**config.mk**
```make
export PLATFORM = sky130hd
export DESIGN_NAME = mmio_input_ctrl
export DESIGN_NICKNAME = d
export VERILOG_FILES = /design/src/rtl/mmio_input_ctrl.sv
export SDC_FILE = /design/constraint.sdc
export NUM_CORES = 1
export LEC_CHECK = 0
export ABC_AREA = 1
export BUFFER_PORTS_ARGS = -buffer_cell sky130_fd_sc_hd__buf_2
export CORE_ASPECT_RATIO = 0.6
export CORE_MARGIN = 1.5
export CORE_UTILIZATION = 49
export DETAILED_ROUTE_END_ITERATION = 8
export GPL_TIMING_DRIVEN = 0
export HOLD_SLACK_MARGIN = 0.12
export PLACE_DENSITY_LB_ADDON = 0.2
export RECOVER_POWER = 100
export SLEW_MARGIN = 20
export SYNTH_ARGS = -nofsm -noshare
export SYNTH_HDL_FRONTEND = slang
export SYNTH_SLANG_ARGS = --single-unit
export TNS_END_PERCENT = 5
```
**constraint.sdc**
```tcl
create_clock -name clk -period 2.96 [get_ports clk]
set_clock_uncertainty 0.05 [all_clocks]
set_input_delay 0.148 -clock clk [delete_from_list [all_inputs] [get_ports clk]]
set_output_delay 0.148 -clock clk [all_outputs]
set_load 0.02 [all_outputs]
```
**src/rtl/mmio_input_ctrl.sv**
```systemverilog
// Memory-mapped input controller: per-channel sync + debounce, DATA/CTRL registers, registered irq.
// Define MMIO_INPUT_EDGE_CAPTURE_EN to add the sticky rising-edge register at BASEADDR+8.
module mmio_input_ctrl #(
  parameter int               DBITS      = 32,
  parameter int               NCH        = 4,
  parameter logic [DBITS-1:0] BASEADDR   = 32'hFFFFF080,
  parameter int               DEBOUNCE   = 16,
  parameter bit               ACTIVE_LOW = 1'b1
) (
  input  logic             clk,
  input  logic             RESET_N,
  input  logic [NCH-1:0]   raw_in,
  input  logic [DBITS-1:0] addr,
  input  logic             rd_en,
  input  logic             wr_en,
  input  logic [DBITS-1:0] wdata,
  output logic [DBITS-1:0] rdata,
  output logic             sel,
  output logic             irq
);

  localparam int               CW        = $clog2(DEBOUNCE + 1);
  localparam logic [CW-1:0]    CNT_LAST  = CW'(DEBOUNCE - 1);
  localparam logic [DBITS-1:0] CTRL_ADDR = BASEADDR + DBITS'(4);

  logic [NCH-1:0] raw_c, sync1, s, db, db_upd;
  logic [CW-1:0]  cnt [NCH];
  logic           ready, overrun, ie;
  logic           hit_data, hit_ctrl, chg, rd_data, wr_ctrl, ready_clr, irq_src;
  logic           unused_wdata;

  assign raw_c = ACTIVE_LOW ? ~raw_in : raw_in;

  always_comb begin
    db_upd = '0;
    for (int i = 0; i < NCH; i++) begin
      db_upd[i] = (s[i] != db[i]) && (cnt[i] == CNT_LAST);
    end
  end

  always_ff @(posedge clk) begin
    if (!RESET_N) begin
      sync1 <= '0;
      s     <= '0;
      db    <= '0;
      for (int i = 0; i < NCH; i++) cnt[i] <= '0;
    end else begin
      sync1 <= raw_c;
      s     <= sync1;
      // db_upd only fires where s differs from db, so flipping those bits takes s
      db    <= db ^ db_upd;
      for (int i = 0; i < NCH; i++) begin
        if (s[i] == db[i] || db_upd[i]) cnt[i] <= '0;
        else                             cnt[i] <= cnt[i] + CW'(1);
      end
    end
  end

  assign hit_data  = (addr == BASEADDR);
  assign hit_ctrl  = (addr == CTRL_ADDR);
  assign chg       = |db_upd;
  assign rd_data   = rd_en & hit_data;
  assign wr_ctrl   = wr_en & hit_ctrl;
  assign ready_clr = rd_data | (wr_ctrl & ~wdata[0]);
  assign unused_wdata = ^wdata;

`ifdef MMIO_INPUT_EDGE_CAPTURE_EN
  localparam logic [DBITS-1:0] EDGE_ADDR = BASEADDR + DBITS'(8);
  logic           hit_edge;
  logic [NCH-1:0] edge_q, edge_clr;

  assign hit_edge = (addr == EDGE_ADDR);
  assign edge_clr = (wr_en & hit_edge) ? wdata[NCH-1:0] : '0;
  assign sel      = hit_data | hit_ctrl | hit_edge;
  assign irq_src  = ready | (|edge_q);

  always_ff @(posedge clk) begin
    if (!RESET_N) edge_q <= '0;
    else          edge_q <= (edge_q & ~edge_clr) | (db_upd & s);
  end
`else
  assign sel     = hit_data | hit_ctrl;
  assign irq_src = ready;
`endif

  always_comb begin
    rdata = '0;
    if (hit_data) begin
      rdata[NCH-1:0] = db;
    end else if (hit_ctrl) begin
      rdata[0] = ready;
      rdata[2] = overrun;
      rdata[8] = ie;
    end
`ifdef MMIO_INPUT_EDGE_CAPTURE_EN
    else if (hit_edge) begin
      rdata[NCH-1:0] = edge_q;
    end
`endif
  end

  always_ff @(posedge clk) begin
    if (!RESET_N) begin
      ready   <= 1'b0;
      overrun <= 1'b0;
      ie      <= 1'b0;
      irq     <= 1'b0;
    end else begin
      if (chg)            ready <= 1'b1;
      else if (ready_clr) ready <= 1'b0;
      // a change racing a clear leaves OVERRUN alone; otherwise an unread change overruns
      if (chg && ready_clr)  overrun <= overrun;
      else if (chg && ready) overrun <= 1'b1;
      else if (wr_ctrl)      overrun <= overrun & wdata[2];
      if (wr_ctrl) ie <= wdata[8];
      irq <= ie & irq_src;
    end
  end

endmodule

```
# Word level (Yosys, flattened, before mapping)
# Memories as Yosys holds them, arrays and structs flattened.
# Index checks and enable logic that the tools add are counted.
classes:
  n_bitwise: 19
  reduce_logical: 14
  n_eq_ne: 14
  muxes: 45
  addsub: 4
op_table:
  columns: ["op", "count"]
  rows:
  - ["equality test 32 bit (second input constant)", 2]
  - ["two-way mux 5 bit", 8]
  - ["two-way mux 1 bit", 37]
  - ["adder 5 x 1 -> 5 bit (second input constant)", 4]
  - ["equality test 5 x 4 -> 1 bit (second input constant)", 4]
  - ["OR 1 bit", 10]
  - ["logical AND 1 bit", 6]
  - ["bitwise AND 1 bit", 5]
  - ["equality test 1 bit", 4]
  - ["logical OR 1 bit", 4]
  - ["!= test 1 bit", 4]
  - ["NOT 4 bit", 1]
  - ["nonzero test 2 bit", 2]
  - ["OR reduction 4 bit", 1]
  - ["bitwise XOR 4 bit", 1]
  - ["NOT 1 bit", 2]
  - ["AND reduction 2 bit", 1]
totals:
  output_inout_bits: 34
  reg_bits: 16
  memories: 1
  wordCells: 104
  ramBits: 20
mem_list:
  columns: ["name", "words", "word_bits", "read_ports", "rd_clocked_by_memory_dff", "write_ports", "line", "rtl"]
  rows:
  - ["cnt", 4, 5, 4, 0, 4, "27", "logic [CW-1:0] cnt [NCH];"]

# Longest topological paths before layout
# An unclocked memory read counts as a cell.
logic_depth:
  ltp_word: 9
  mapped_depth: 12
  ltp_nobuf: 12

# Least setup slack after synthesis
# OpenSTA, ideal clock, no wires.
synth_path:
  path_type: "register to register"
  from: "memory cnt[0][0] in the netlist's numbering"
  to: "register overrun"
  stages_incl_launch_ff: 13
  slack_ps: 1326
  period_less_slack_ps: 1634
  arrival_ps: 1469
  path_cell_list: "edfxtp_1 -> ha_1 -> nand2_1 -> nor2_1 -> ha_1 -> nand2_1 -> nand2_1 -> nor2_2 -> nor2_1 -> nor2_2 -> nand3_2 -> nand2_1 -> nor2_1"
synth_rtl:
  columns: ["item", "line", "rtl"]
  rows:
  - ["from (decl)", "27", null]
  - ["to (signal assigned)", "112", "if (chg && ready_clr) overrun <= overrun;"]
  - ["to (signal assigned)", "114", "else if (wr_ctrl) overrun <= overrun & wdata[2];"]
  - ["to (decl)", "28", "logic ready, overrun, ie;"]

==> flow_summary.toml <==
[timing]
rsz0062_at_grt = "false"
max_freq_mhz = 525
slew_headroom_pct = 38.6
fin_crit_ns = 1.90
fin_hold_ws_ns = 0.162
fin_crit_sh_pct = 64.3
setup-violations-final = 0
worst_pin_slew_ns = 0.913
fin_setup_tns_ns = 0
hold_viol_final = 0
slew_violations = 0

[yosys]
avgSynthCellArea_um2 = 8.11
synth_top_area_share_pct = 28.7
synth_cell_type_count = 23
yosys.area.top_type = "edfxtp_1"
yosysMostFrequentCell = "nor2_1"
synth.area.top_cells = "edfxtp_1 (29%), dfxtp_1 (15%), buf_4 (10%)"
synth_edf_count = 20
yosysSeqAreaShare_pct = 44.0
synthTopCellsByCount = "nor2_1 (46), inv_1 (39), nand2_1 (38), buf_4 (28), edfxtp_1 (20)"
synth_cells = 258
yosysWarnings = 0
async_flop_share_pct = 0
ys_seq_elements = 36
synth-main-ff-cell = "edfxtp_1"
syn_area_um2 = 2090

[setup_path]
critPathLaunch = "cnt[1][0]"
crit_family = "simple AND/OR/NAND/NOR gates"
r2r_start = "cnt[1][0]"
crit_slowest_cell = "edfxtp_1"
critPathLaunchType = "flop"
path_buf_inv = 0
reg2reg_slack_ns = 1.06
critical_path_class = "reg2reg"
cp_max_fo = 4
required_ns = 3.09
cp_slowest_stage_delay_ns = 0.42
crit_path_end_kind = "flop"
crit_chain = "ha_1 > nand2_1 > nor2_1 > ha_1 > nand2_1 > nand2_1 > nor2_1 > nor2_1 > nor2_2 > nand3_2 > nand2_1 > nor2_1"
worstPathArrival_ns = 2.04

[cells_and_area]
area_growth_pct = 28.5
fill_cells = 394
drive_gt1_share_pct = 23.8
diodes = 0
fin_nets = 444

[routing]
vias = 1736
first_pass_iters = 4
drt_iter0_markers = 55
antenna_left = 0
viasPerCell = 4.08
drt-wirelength-per-cell_um = 8.96
drt_wl_total_um = 3810
drcViolationCount = 0

[place]
place_hpwl_um = 3030
io_buffers = 49
gp_congestion = 0.786

[floorplanning]
die_w_um = 87.4
die_y_um = 53.6
io_pins = 106
core_area_um2 = 4100
initial_core_util_pct = 51.1
row_count = 18
die_area_um2 = 4690

[pwr]
power_density_nw_per_um2 = 387
vdd_drop_max_mv = 0.280
p_leak_nw = 1.38

[global_routing]
grt_pass1_wl_um = 6550
antenna_found_initial = 0
grt.overflow.total = 0
grt_use_total_pct = 18.9
grt_pass1_vias = 1594
grt_max_degree = 12

[outcome]
status = "finished clean"

[cts]
cts_inserted_buffers = 5
cts.clk_slew.worst_paths_ns = 0.07
cts.sinks = 36
post_cts_resized = 0
cts.path.max_buffers = 2
htree_num_levels = 2
clock-root-buffer = "clkbuf_8"
cts-hold-fix-buffers = 5
cts_tree = "built"
clock_latency_ns = 0.29
postCtsSetupRepairBufs = 0

[run]
cap_violations = 0

[min_path]
min_path_type = "in2reg"
hp-start = "wr_en"
==> layout make-up <==
cell class                 count  area [um^2]  share of cell area (%)
buffer                        28          210                    7.82
clock buffer                   6         72.6                    2.70
clock inverter                 2         11.3                   0.419
inverter                      39          146                    5.44
multi-input combinational    200          965                    35.9
sequential                    36          921                    34.2
tap                           60         75.1                    2.79
timing repair buffer          54          288                    10.7
==> path summary, 6_finish.rpt <==
| check | end | depth (start not counted) |
|---|---|---|
| max | overrun | 12 |
| min | ie | 3 |
| max reg2reg | overrun | 12 |
| min reg2reg | s[2] | 2 |
==> stage by stage <==
| step | area (um^2) | setup slack, ns | cells | total power (W) | utilization (%) |
|---|---|---|---|---|---|
| 6_report | 2690 | 1.06 | 425 | 0.00104 | 65.6 |
| 3_3_place_gp | 2580 | 1.18 | 412 | 0.000699 | 63.0 |
| 5_1_grt | 2690 | 0.874 | 425 | 0.00109 | 65.6 |
| 2_1_floorplan | 2260 | 1.33 | 303 | 0.000661 | - |
| 3_5_place_dp | 2580 | 1.16 | 412 | 0.000702 | 63.0 |
| 4_1_cts | 2720 | 1.15 | 425 | 0.00105 | 66.3 |
==> worst min-delay path: cells and delay by family <==
kind	cells	cell delay [ns]
buffers and inverters	1	0.11
AOI/OAI and AO/OA	1	0.08
and+or+nand+nor	1	0.13
==> cell usage in the layout, fill, tap and decap left out, types with 2 or more instances in the layout <==
master         Yosys  layout
clkbuf_1           0       7
nand2_1           38      38
nand4_1            7       7
nor2_2             5       3
nand2_2            4       4
o21ai_0            5       5
buf_2              0      43
ha_1               8       8
nand3_1           15      15
dlygate4sd3_1      0       5
edfxtp_1          20      20
xor2_1             6       6
clkbuf_8           0       5
inv_1             39      39
o21ai_2            2       2
nor3b_1            4       4
conb_1             2      47
buf_4             28      28
nor2_1            46      48
a21oi_1            7       7
dfxtp_1           16      16
==> logic make-up after synthesis <==
group	synth area share, %
fa+ha+maj	4.78
buf+inv	17.0
xor+xnor	2.51
simple gates	26.9
other cells	0.359
compound gates	4.42
flops	44.0
==> metal layers <==
| layer | GRT usage [%] | vias up | wire [um] |
|---|---|---|---|
| met3 | 5.52 | 7 | 206 |
| met1 | 22.9 | 729 | 1860 |
| met4 | 7.94 | 0 | 61 |
| li1 | - | 952 | - |
| met2 | 32.3 | 48 | 1680 |
| met5 | 0 | - | 0 |
==> power by group <==
group,internal [W],switching [W]
sequential,0.000545,0.00000887
combinational,0.0000646,0.0000782
clock,0.000163,0.000182
Note: power is estimated with default switching activity, not from simulation.
